$ cat config.mk
export PLATFORM = sky130hd
export DESIGN_NAME = truth_table_sweeper
export DESIGN_NICKNAME = d
export VERILOG_FILES = /design/src/rtl/sweep_pkg.sv /design/src/rtl/sweep_settle_timer.sv /design/src/rtl/truth_table_sweeper.sv
export SDC_FILE = /design/constraint.sdc
export NUM_CORES = 1
export LEC_CHECK = 0
export CAP_MARGIN = 25
export CORE_MARGIN = 2
export CORE_UTILIZATION = 47
export CTS_BUF_LIST = sky130_fd_sc_hd__clkbuf_16
export DETAILED_ROUTE_END_ITERATION = 8
export GPL_TIMING_DRIVEN = 0
export PLACE_DENSITY = 0.84
export SYNTH_ARGS = -nofsm -noshare
export SYNTH_HDL_FRONTEND = slang
export SYNTH_SLANG_ARGS = --single-unit
$ cat constraint.sdc
create_clock -name clk -period 1.95 [get_ports clk]
set_input_delay 0.195 -clock clk [delete_from_list [all_inputs] [get_ports clk]]
set_output_delay 0.195 -clock clk [all_outputs]
set_load 0.005 [all_outputs]
$ cat src/rtl/sweep_pkg.sv
// Shared types and helpers for the truth table sweeper.
package sweep_pkg;

    typedef enum logic [1:0] {
        IDLE,
        RUN,
        DONE
    } sweep_state_t;

    function automatic int vec_count(input int n);
        return 1 << n;
    endfunction

endpackage

$ cat src/rtl/sweep_settle_timer.sv
// Loadable down-counter that spaces vector drive and sample edges.
module sweep_settle_timer
    import sweep_pkg::*;
#(
    parameter int SETTLE = 1
) (
    input  logic clk,
    input  logic rst,
    input  logic load,
    input  logic en,
    output logic zero
);

    localparam int W = (SETTLE > 0) ? $clog2(SETTLE + 1) : 1;

    logic [W-1:0] cnt_q;
    logic [W-1:0] cnt_d;

    always_comb begin
        cnt_d = cnt_q;
        if (load) begin
            cnt_d = W'(SETTLE);
        end else if (en && cnt_q != '0) begin
            cnt_d = cnt_q - W'(1);
        end
    end

    always_ff @(posedge clk or posedge rst) begin
        if (rst) begin
            cnt_q <= '0;
        end else begin
            cnt_q <= cnt_d;
        end
    end

    assign zero = (cnt_q == '0);

endmodule

$ cat src/rtl/truth_table_sweeper.sv
// Exhaustive stimulus/response checker for a small combinational DUT.
// Define TRUTH_TABLE_SWEEPER_LOG_EN to expose the measured table on obs_table.
module truth_table_sweeper
    import sweep_pkg::*;
#(
    parameter int                      N_IN   = 3,
    parameter int                      SETTLE = 1,
    parameter logic [(1<<N_IN)-1:0]    EXPECT = 8'hE8
) (
    input  logic              clk,
    input  logic              rst,
    input  logic              start,
    output logic [N_IN-1:0]   dut_in,
    input  logic              dut_out,
    output logic              busy,
    output logic              done,
    output logic              pass,
    output logic [N_IN:0]     err_count,
    output logic              first_fail_valid,
    output logic [N_IN-1:0]   first_fail_idx
`ifdef TRUTH_TABLE_SWEEPER_LOG_EN
    ,
    output logic [(1<<N_IN)-1:0] obs_table
`endif
);

    localparam int NV = vec_count(N_IN);
    localparam logic [N_IN-1:0] LAST = N_IN'(NV - 1);

    sweep_state_t    state_q, state_d;
    logic [N_IN-1:0] idx_q, idx_d;
    logic [N_IN:0]   err_q, err_d;
    logic            ffv_q, ffv_d;
    logic [N_IN-1:0] ffi_q, ffi_d;
    logic            tmr_load, tmr_en, tmr_zero;
    logic            mismatch;
`ifdef TRUTH_TABLE_SWEEPER_LOG_EN
    logic [NV-1:0]   obs_q, obs_d;
`endif

    sweep_settle_timer #(
        .SETTLE (SETTLE)
    ) u_timer (
        .clk  (clk),
        .rst  (rst),
        .load (tmr_load),
        .en   (tmr_en),
        .zero (tmr_zero)
    );

    assign mismatch = (dut_out != EXPECT[idx_q]);

    always_comb begin
        state_d  = state_q;
        idx_d    = idx_q;
        err_d    = err_q;
        ffv_d    = ffv_q;
        ffi_d    = ffi_q;
        tmr_load = 1'b0;
        tmr_en   = 1'b0;
`ifdef TRUTH_TABLE_SWEEPER_LOG_EN
        obs_d    = obs_q;
`endif
        unique case (state_q)
            IDLE, DONE: begin
                if (start) begin
                    state_d  = RUN;
                    idx_d    = '0;
                    err_d    = '0;
                    ffv_d    = 1'b0;
                    ffi_d    = '0;
                    tmr_load = 1'b1;
`ifdef TRUTH_TABLE_SWEEPER_LOG_EN
                    obs_d    = '0;
`endif
                end
            end
            RUN: begin
                if (!tmr_zero) begin
                    tmr_en = 1'b1;
                end else begin
                    if (mismatch) begin
                        err_d = err_q + (N_IN+1)'(1);
                    end
                    // Only the lowest failing index is kept.
                    if (mismatch && !ffv_q) begin
                        ffv_d = 1'b1;
                        ffi_d = idx_q;
                    end
`ifdef TRUTH_TABLE_SWEEPER_LOG_EN
                    obs_d[idx_q] = dut_out;
`endif
                    if (idx_q == LAST) begin
                        state_d = DONE;
                    end else begin
                        idx_d    = idx_q + N_IN'(1);
                        tmr_load = 1'b1;
                    end
                end
            end
            default: begin
                state_d = IDLE;
            end
        endcase
    end

    always_ff @(posedge clk or posedge rst) begin
        if (rst) begin
            state_q <= IDLE;
            idx_q   <= '0;
            err_q   <= '0;
            ffv_q   <= 1'b0;
            ffi_q   <= '0;
        end else begin
            state_q <= state_d;
            idx_q   <= idx_d;
            err_q   <= err_d;
            ffv_q   <= ffv_d;
            ffi_q   <= ffi_d;
        end
    end

`ifdef TRUTH_TABLE_SWEEPER_LOG_EN
    always_ff @(posedge clk or posedge rst) begin
        if (rst) begin
            obs_q <= '0;
        end else begin
            obs_q <= obs_d;
        end
    end

    assign obs_table = obs_q;
`endif

    // The sweep index register is the stimulus itself.
    assign dut_in           = idx_q;
    assign busy             = (state_q == RUN);
    assign done             = (state_q == DONE);
    assign pass             = done && (err_q == '0);
    assign err_count        = err_q;
    assign first_fail_valid = ffv_q;
    assign first_fail_idx   = ffi_q;

endmodule

# --- Word-level counts from Yosys, hierarchy flattened ---
# Memories as Yosys holds them, arrays and structs flattened.
# Index checks and enable logic that the tools add are counted.
word_totals:
  output_inout_bits: 14
  romBits: 8
  ff_bits: 14
  n_memories: 1
  wordCells: 62
  input_bits: 4
classes:
  n_lt_le_gt_ge: 1
  mux: 28
  addsub: 3
  n_eq_ne: 10
  n_reduce_logical: 13
memory_table:
  columns: ["name", "words", "word_bits", "rd", "rd_clocked_by_memory_dff", "write_ports", "line_no", "source"]
  rows:
  - ["(name not given)", 8, 1, 1, 0, 0, "truth_table_sweeper.sv:51", "assign mismatch = (dut_out != EXPECT[idx_q]);"]
op_table:
  columns: ["operator", "count"]
  rows:
  - ["3-bit two-way mux", 5]
  - ["4-bit two-way mux", 3]
  - ["3-bit one-hot mux with 2 select lines", 2]
  - ["4-bit AND reduction", 3]
  - ["1-bit two-way mux", 11]
  - ["4-bit one-hot mux with 2 select lines", 1]
  - ["2-bit two-way mux", 3]
  - ["2-bit by 1-bit != test with 1-bit output (second input constant)", 3]
  - ["2-bit != test (second input constant)", 3]
  - ["4-bit by 1-bit adder with 4-bit output (second input constant)", 1]
  - ["4-bit zero test", 1]
  - ["3-bit by 4-bit < comparator with 1-bit output (second input constant)", 1]
  - ["1-bit one-hot mux with 2 select lines", 2]
  - ["2-bit one-hot mux with 2 select lines", 1]
  - ["2-bit nonzero test", 2]
  - ["3-bit by 1-bit adder with 3-bit output (second input constant)", 1]
  - ["3-bit == test (second input constant)", 1]
  - ["1-bit logical AND", 3]
  - ["3-bit AND reduction", 1]
  - ["2-bit by 1-bit == test with 1-bit output (second input constant)", 1]
  - ["2-bit == test (second input constant)", 1]
  - ["2-bit zero test", 1]
  - ["2-bit OR reduction", 1]
  - ["1-bit zero test", 1]
  - ["2 further kinds", 2]

# --- Longest topological paths before layout ---
# Gate-level depths: netlist (run 1).
depth:
  word_depth: 7
  depth_mapped: 6
  ltp_nobuf: 6

# --- By module ---
# A second synthesis (run 1) with hierarchy kept.
hier_totals:
  cells_unflattened: 75
  hier_area_um2: 798.3
modules_own_cells:
  columns: ["module", "n_inst", "cells_each", "seq_area_each_um2", "area_per_inst_um2"]
  rows:
  - ["truth_table_sweeper", 1, 71, 325.3, 754.5]
  - ["sweep_settle_timer", 1, 4, 25.0, 43.8]

# --- Worst setup path after synthesis (run 1) ---
# No wires, ideal clock.
synth_path:
  path_kind: "reg2reg"
  start: "register idx_q[0] (netlist: dut_in[0])"
  end: "register ffi_q[0] (netlist: first_fail_idx[0])"
  setup_slack_ns: 0.158
  stages_incl_launch_ff: 7
  arrival_ns: 1.713
  path_cell_list: "dfrtp_1 > inv_1 > ha_1 > and2_1 > or4b_4 > a21oi_4 > mux2i_1"
synth_via:
  elab_chain_len: 6
  word_cells_on_any_way: 9
  classes_between: "eq/ne (2); mux (4); reduce/logical (2); memory (1)"
synth_rtl:
  columns: ["item", "line_no", "source"]
  rows:
  - ["start, declared", "truth_table_sweeper.sv:31", "logic [N_IN-1:0] idx_q, idx_d;"]
  - ["start signal, assigned", "truth_table_sweeper.sv:116", "idx_q <= idx_d;"]
  - ["memory read 8 x 1 bit", null, null]
  - ["1-bit two-way mux (not written as such)", "truth_table_sweeper.sv:51", null]
  - ["1-bit != test", "truth_table_sweeper.sv:51", null]
  - ["1-bit logical AND", "truth_table_sweeper.sv:86", "if (mismatch && !ffv_q) begin"]
  - ["2-bit by 1-bit != test with 1-bit output (no line)", null, null]
  - ["4-bit AND reduction (no line)", null, null]
  - ["end signal, assigned", "truth_table_sweeper.sv:119", "ffi_q <= ffi_d;"]
  - ["end, declared", "truth_table_sweeper.sv:34", "logic [N_IN-1:0] ffi_q, ffi_d;"]
# Several ways; a longest one is shown, not always the timed one. The select of a mux whose other input is x is not followed.
# A chain may end at the register's enable or synchronous reset.

# --- Final worst setup path (run 1) ---
layout_path:
  start: "register idx_q[0] (netlist: dut_in[0])"
  end: "register ffi_q[1] (netlist: first_fail_idx[1])"
layout_via:
  elab_chain_len: 6
layout_rtl:
  columns: ["item", "line_no"]
  rows:
  - ["memory read 8 x 1 bit", null]
  - ["1-bit two-way mux (not written as such)", "truth_table_sweeper.sv:51"]
  - ["1-bit != test", "truth_table_sweeper.sv:51"]
  - ["1-bit logical AND", "truth_table_sweeper.sv:86"]
  - ["2-bit by 1-bit != test with 1-bit output (no line)", null]
  - ["4-bit AND reduction (no line)", null]
# No other way between the ends. The select of a mux whose other input is x is not followed.

==> metrics.txt, run 1 <==
internal power 1.09 mW; status finished, final reports clean; Final GP Congestion 0.724; Clock Tree Buf Depth 2; minimum clock period 1.87 ns; crit path launch dut_in[0]; Sw Share 35.2%; Psw 590 uW; VDD IR-drop max 0.000959 V; Seq pwr share 33.1%; commonest non-fill, non-tap cell in the layout clkdlybuf4s50_1; drt initial violations 23; Worst Setup Start Kind register; critical path, cell by cell inv_2, ha_2, and2_4, or4b_4, a21oi_4, mux2i_1; Syn. warnings 0; period utilization 95.9%; CTS tree yes; CP Data Arrival Time 2.03 ns; layout cells sized above 1 12.5%; first-pass GRT wire length 2.67 mm; ys flop type dfrtp_1; via/cell ratio 5.41; EDFF count, synth 0; die area 0.00198 sq mm; slowest stage delay, CP 0.57 ns; vias in the first global route 625; Final Hold Fails 0; combinational fraction of design power 44.2%; asr flop ratio synth 100%; Area Growth Syn to Fin 38.3%; core area 0.00152 sq mm; antenna cells 0; Yosys reg bits 14; drt drc 0; Clk pwr share 22.7%; drt first pass iters 4; setup clock skew after layout 0.00231 ns; syn_area_per_cell 9.52 sq um; commonest non-fill, non-tap cells in the layout clkdlybuf4s50_1 (17), nand2_1 (14), dfrtp_1 (14); Mapped Nets 90; CP Class reg2reg; Die X 44.5 um; max-slew violation count 0; GRT overflow 0; dpl hpwl 1.10 mm; initial antenna violation count 0; Mapped Cells 81; Slew @ Worst Pin 0.602 ns; Slowest-stage cell, CP or4b_4; Placed Cells 114; Peak Freq 535 MHz; Initial Util 50.6%; H-tree Lvls 1; worst rel slew slack 59.6%; Cell Area, Synth 771 sq um; final WL 1.55 mm; Via Count 649; RR Startpoint dut_in[0]; count of unique library cells instantiated by Yosys 25; worst hold path type in2async; Finished Layout Cells 120; CP endpoint kind register; worst skew pair latency 0.24 ns; wire per inst 12.9 um; # IOs 18; largest net degree at the start of global routing 15; Setup TNS 0 ns; num rows 14; PwrDens 1570 mW/mm^2; CTS Root Cell clkbuf_16; DIE HEIGHT 44.5 um; Clock transition at path regs 0.05 ns; Port Buffers 17; Max-Cap Viols 0; clock sinks 14; post-synthesis sequential area ratio 45.5%; TritonCTS buffer count 3; final antenna-violating net count 0; Nets 114; RSZ-0062 raised after global routing no; leakage power 0.491 nW; worst-path maximum fanout 5; Critical Path RT 2.11 ns; GRT Overall Usage 18.9%; Final setup viols 0
## Yosys cell counts (2+ instances only)
cell type	n	area, sq um
dfrtp_1	14	350
o21ai_1	2	10.0
nand3_1	2	10.0
nand2b_1	2	12.5
ha_1	5	62.6
mux2i_1	5	50.1
o21ai_0	4	20.0
inv_1	10	37.5
nor3_1	2	10.0
nand2_1	14	52.6
nor2_1	3	11.3
nand4_1	3	18.8
nor2b_1	3	18.8
## critical path: cells and delay by family (launching register included)
family	cells	cell delay [ns]
compound gates	1	0.19
simple gates	2	0.73
fa+ha+maj	1	0.17
buf+inv	1	0.06
flops	1	0.42
mux	1	0.21
## through the flow
stage / worst slack (ns) / power (mW) / cell area [sq um] / hold WS (ns) / util [%]
global placement: 0.0682 / 1.23 / 961 / 0.517 / 63.1
finish: 0.0806 / 1.68 / 1070 / 0.292 / 70.0
floorplan: 0.158 / 0.937 / 771 / 0.0842 / -
global route: 0.00234 / 1.81 / 1070 / 0.372 / 70.0
CTS: 0.0215 / 1.65 / 1040 / 0.322 / 68.2
detailed placement: 0.0236 / 1.25 / 961 / 0.515 / 63.1
## worst paths after layout
| path | endpoint | slack [ns] | cells past startpoint |
|---|---|---|---|
| min in group clk | first_fail_idx[0] | 0.53 | 2 |
| max reg2reg | first_fail_idx[1] | 0.08 | 6 |
| max in group asynchronous | dut_in[0] | 1.31 | 2 |
| max | first_fail_idx[1] | 0.08 | 6 |
| min | first_fail_idx[0] | 0.29 | 2 |
| min reg2reg | first_fail_idx[0] | 0.53 | 2 |
## sequential cells by signal, summed over array words and instances (netlist names)
register	cells
u_timer.cnt_q	1
err_count	4
state_q	2
first_fail_valid	1
first_fail_idx	3
dut_in	3
## power groups by stage
stage          Combinational [mW]  Sequential, mW  Clock [mW]
6_report                    0.742           0.555       0.381
5_1_grt                     0.832           0.577       0.404
4_1_cts                     0.713           0.549       0.387
3_5_place_dp                0.703           0.551           0
3_3_place_gp                0.680           0.545           0
2_1_floorplan               0.397           0.540           0
## repair_timing
item,4_1_cts,5_1_grt
buffers inserted,0,2
gates resized for setup,0,4
hold buffers,0,0
setup endpoints to repair,0,4
## logic make-up (layout without fill, tap and decap cells)
group                    Yosys count  after routing  share of synthesized area, %
AND/OR/NAND/NOR                   34             34                          23.7
AO/OA/AOI/OAI                     12             12                          10.9
flip-flops                        14             14                          45.5
buffers and inverters             11             34                          5.36
multiplexers                       5              5                          6.49
adder cells (fa/ha/maj)            5              5                          8.12
## layer usage
metal,vias up,wire [um],track usage [%]
met5,-,0,0
met4,0,20,6.67
met3,5,77,4.90
met2,28,718,30.4
met1,296,733,24.5
li1,320,-,-
## cell type report
class | count | area (sq um)
buffer | 1 | 3.75
clock buffer | 3 | 75.1
clock inverter | 1 | 3.75
fill | 115 | 458
inverter | 10 | 37.5
multi-input combinational | 56 | 390
sequential | 14 | 350
tap | 16 | 20.0
timing repair buffer | 19 | 185
Note: power is estimated with default switching activity, not from simulation.
==> inputs of run 2 (changes only) <==
--- a/config.mk
+++ b/config.mk
@@ -6,9 +6,10 @@
 export NUM_CORES = 1
 export LEC_CHECK = 0
 export CAP_MARGIN = 25
-export CORE_MARGIN = 2
+export CORE_MARGIN = 4
 export CORE_UTILIZATION = 47
 export CTS_BUF_LIST = sky130_fd_sc_hd__clkbuf_16
+export CTS_CLUSTER_SIZE = 20
 export DETAILED_ROUTE_END_ITERATION = 8
 export GPL_TIMING_DRIVEN = 0
 export PLACE_DENSITY = 0.84
==> metrics.txt, run 2 (same netlist as run 1, synthesis figures left out) <==
status finished, final reports clean; via/cell ratio 5.44 (+0.62%); CP Data Arrival Time 1.67 ns (-0.36 ns); Final Hold Fails 0 (unchanged); Psw 583 uW (-1.2%); vias in the first global route 673 (+7.7%); Slowest-stage cell, CP clkdlybuf4s50_1; grt peak-use layer met2; die area 0.00235 sq mm (+19%); clock sinks 14 (unchanged); Area Growth Syn to Fin 37.3%; num rows 14 (unchanged); first-pass GRT wire length 2.73 mm (+2.1%); dpl hpwl 1.14 mm (+3.8%); # IOs 18 (unchanged); CP endpoint kind output pin; Peak Freq 537 MHz (+0.48%); Nets 115 (+0.88%); commonest non-fill, non-tap cell in the layout clkdlybuf4s50_1; DIE HEIGHT 48.5 um (+9.0%); slowest stage delay, CP 0.55 ns (-0.02 ns); core area 0.00152 sq mm (unchanged); commonest non-fill, non-tap cells in the layout clkdlybuf4s50_1 (17), nand2_1 (14), dfrtp_1 (14); routing usage on met1 17.2% (-7.4 points); Critical Path RT 1.75 ns (-0.36 ns); Via Count 653 (+0.62%); initial antenna violation count 0 (unchanged); Finished Layout Cells 120 (unchanged); max-slew violation count 0 (unchanged); max FFs per register 4 (unchanged); Placed Cells 114 (unchanged); critical path, cell by cell nand2b_1, nor4b_1, clkdlybuf4s50_1; Clk pwr share 22.3% (-0.4 points); Final setup viols 0 (unchanged); Slew @ Worst Pin 0.600 ns (-0.00197 ns); largest net degree at the start of global routing 15 (unchanged); Seq pwr share 32.4% (-0.7 points); GRT overflow 0 (unchanged); post-layout util 69.5% (-0.49 points); Clock transition at path regs 0.04 ns (about the same); DP Area 961 sq um (unchanged); Port Buffers 17 (unchanged); setup clock skew after layout 0.00104 ns (-0.00126 ns); PwrDens 1580 mW/mm^2 (+0.62%); internal power 1.09 mW (+0.54%); Setup TNS 0 ns (unchanged); Worst Setup Start Kind register; worst hold path type in2async; drt first pass iters 5 (+1); layout cells sized above 1 9.62% (-2.9 points); combinational fraction of design power 45.3% (+1.1 points); CP Class reg2out; Final GP Congestion 0.788 (+8.8%); Initial Util 50.6% (unchanged); worst skew pair latency 0.24 ns (about the same); # hold bufs at CTS 0 (unchanged); Max-Cap Viols 0 (unchanged); Final Instance Area 0.00106 sq mm (-0.70%); Sw Share 34.8% (-0.41 points); Die X 48.5 um (+9.0%); drt drc 0 (unchanged); H-tree Lvls 1 (unchanged); minimum clock period 1.86 ns (-0.00887 ns); GRT Overall Usage 14.4% (-4.5 points); Fin Hold WS 0.282 ns (-0.00930 ns); Global Route met2 Usage 24.1% (-6.3 points); VDD IR-drop max 0.000886 V (-7.6%); Clock Tree Buf Depth 2 (unchanged); CTS tree yes; final antenna-violating net count 0 (unchanged); TritonCTS buffer count 3 (unchanged); final WL 1.61 mm (+4.1%); wire per inst 13.4 um (+4.1%); worst-path maximum fanout 3 (-2); antenna cells 0 (unchanged); leakage power 0.495 nW (+0.80%); drt initial violations 6 (-74%); worst rel slew slack 59.7% (+0.13 points); global-route track usage on met3 3.07% (-1.8 points); CTS Root Cell clkbuf_16; period utilization 95.4% (-0.46 points); post-CTS resize count 0 (unchanged)
run 2: metrics by stage:
step           power, mW  setup slack [ns]
2_1_floorplan      0.937             0.158
3_3_place_gp        1.23            0.0739
3_5_place_dp        1.25            0.0503
4_1_cts             1.64            0.0337
5_1_grt             1.82         -0.000329
6_report            1.68            0.0894
run 2: cell type report:
| class | count | area [sq um] |
|---|---|---|
| sequential | 14 | 350 |
| clock buffer | 3 | 75.1 |
| multi-input combinational | 56 | 379 |
| timing repair buffer | 20 | 193 |
| fill | 125 | 465 |
| buffer | 1 | 3.75 |
| inverter | 10 | 37.5 |
| tap | 16 | 20.0 |
run 2: per-layer routing:
layer	vias to the layer above	routed length, um
met4	0	27
met5	-	0
met3	4	84
met1	302	723
li1	322	-
met2	25	778
run 2: path summary, 6_finish.rpt:
kind                                           to  slack, ns               from  cells after the start
worst max-delay path                         pass       0.09         state_q[0]                      3
worst min-delay path            first_fail_idx[1]       0.28                rst                      2
worst max register to register  first_fail_idx[1]       0.10          dut_in[1]                      6
worst min register to register  first_fail_idx[1]       0.54  first_fail_idx[1]                      2
max in group asynchronous               dut_in[1]       1.33                rst                      2
min in group clk                first_fail_idx[1]       0.54  first_fail_idx[1]                      2
run 2: worst max-delay path, delay by kind of cell, from the launching register on:
| kind | cells | cell delay [ns] |
|---|---|---|
| buf+inv | 1 | 0.55 |
| simple gates | 2 | 0.47 |
| flops | 1 | 0.40 |
run 2: what timing repair did:
action / 4_1_cts / 5_1_grt
setup endpoints to repair: 0 / 3
hold endpoints to repair: 0 / 0
setup buffers: 0 / 3
run 2: power groups by stage:
stage          sequential, mW  combinational [mW]  clock, mW
5_1_grt                 0.564               0.852      0.402
6_report                0.544               0.759      0.373
3_3_place_gp            0.545               0.681          0
4_1_cts                 0.553               0.711      0.381
3_5_place_dp            0.553               0.700          0
2_1_floorplan           0.540               0.397          0
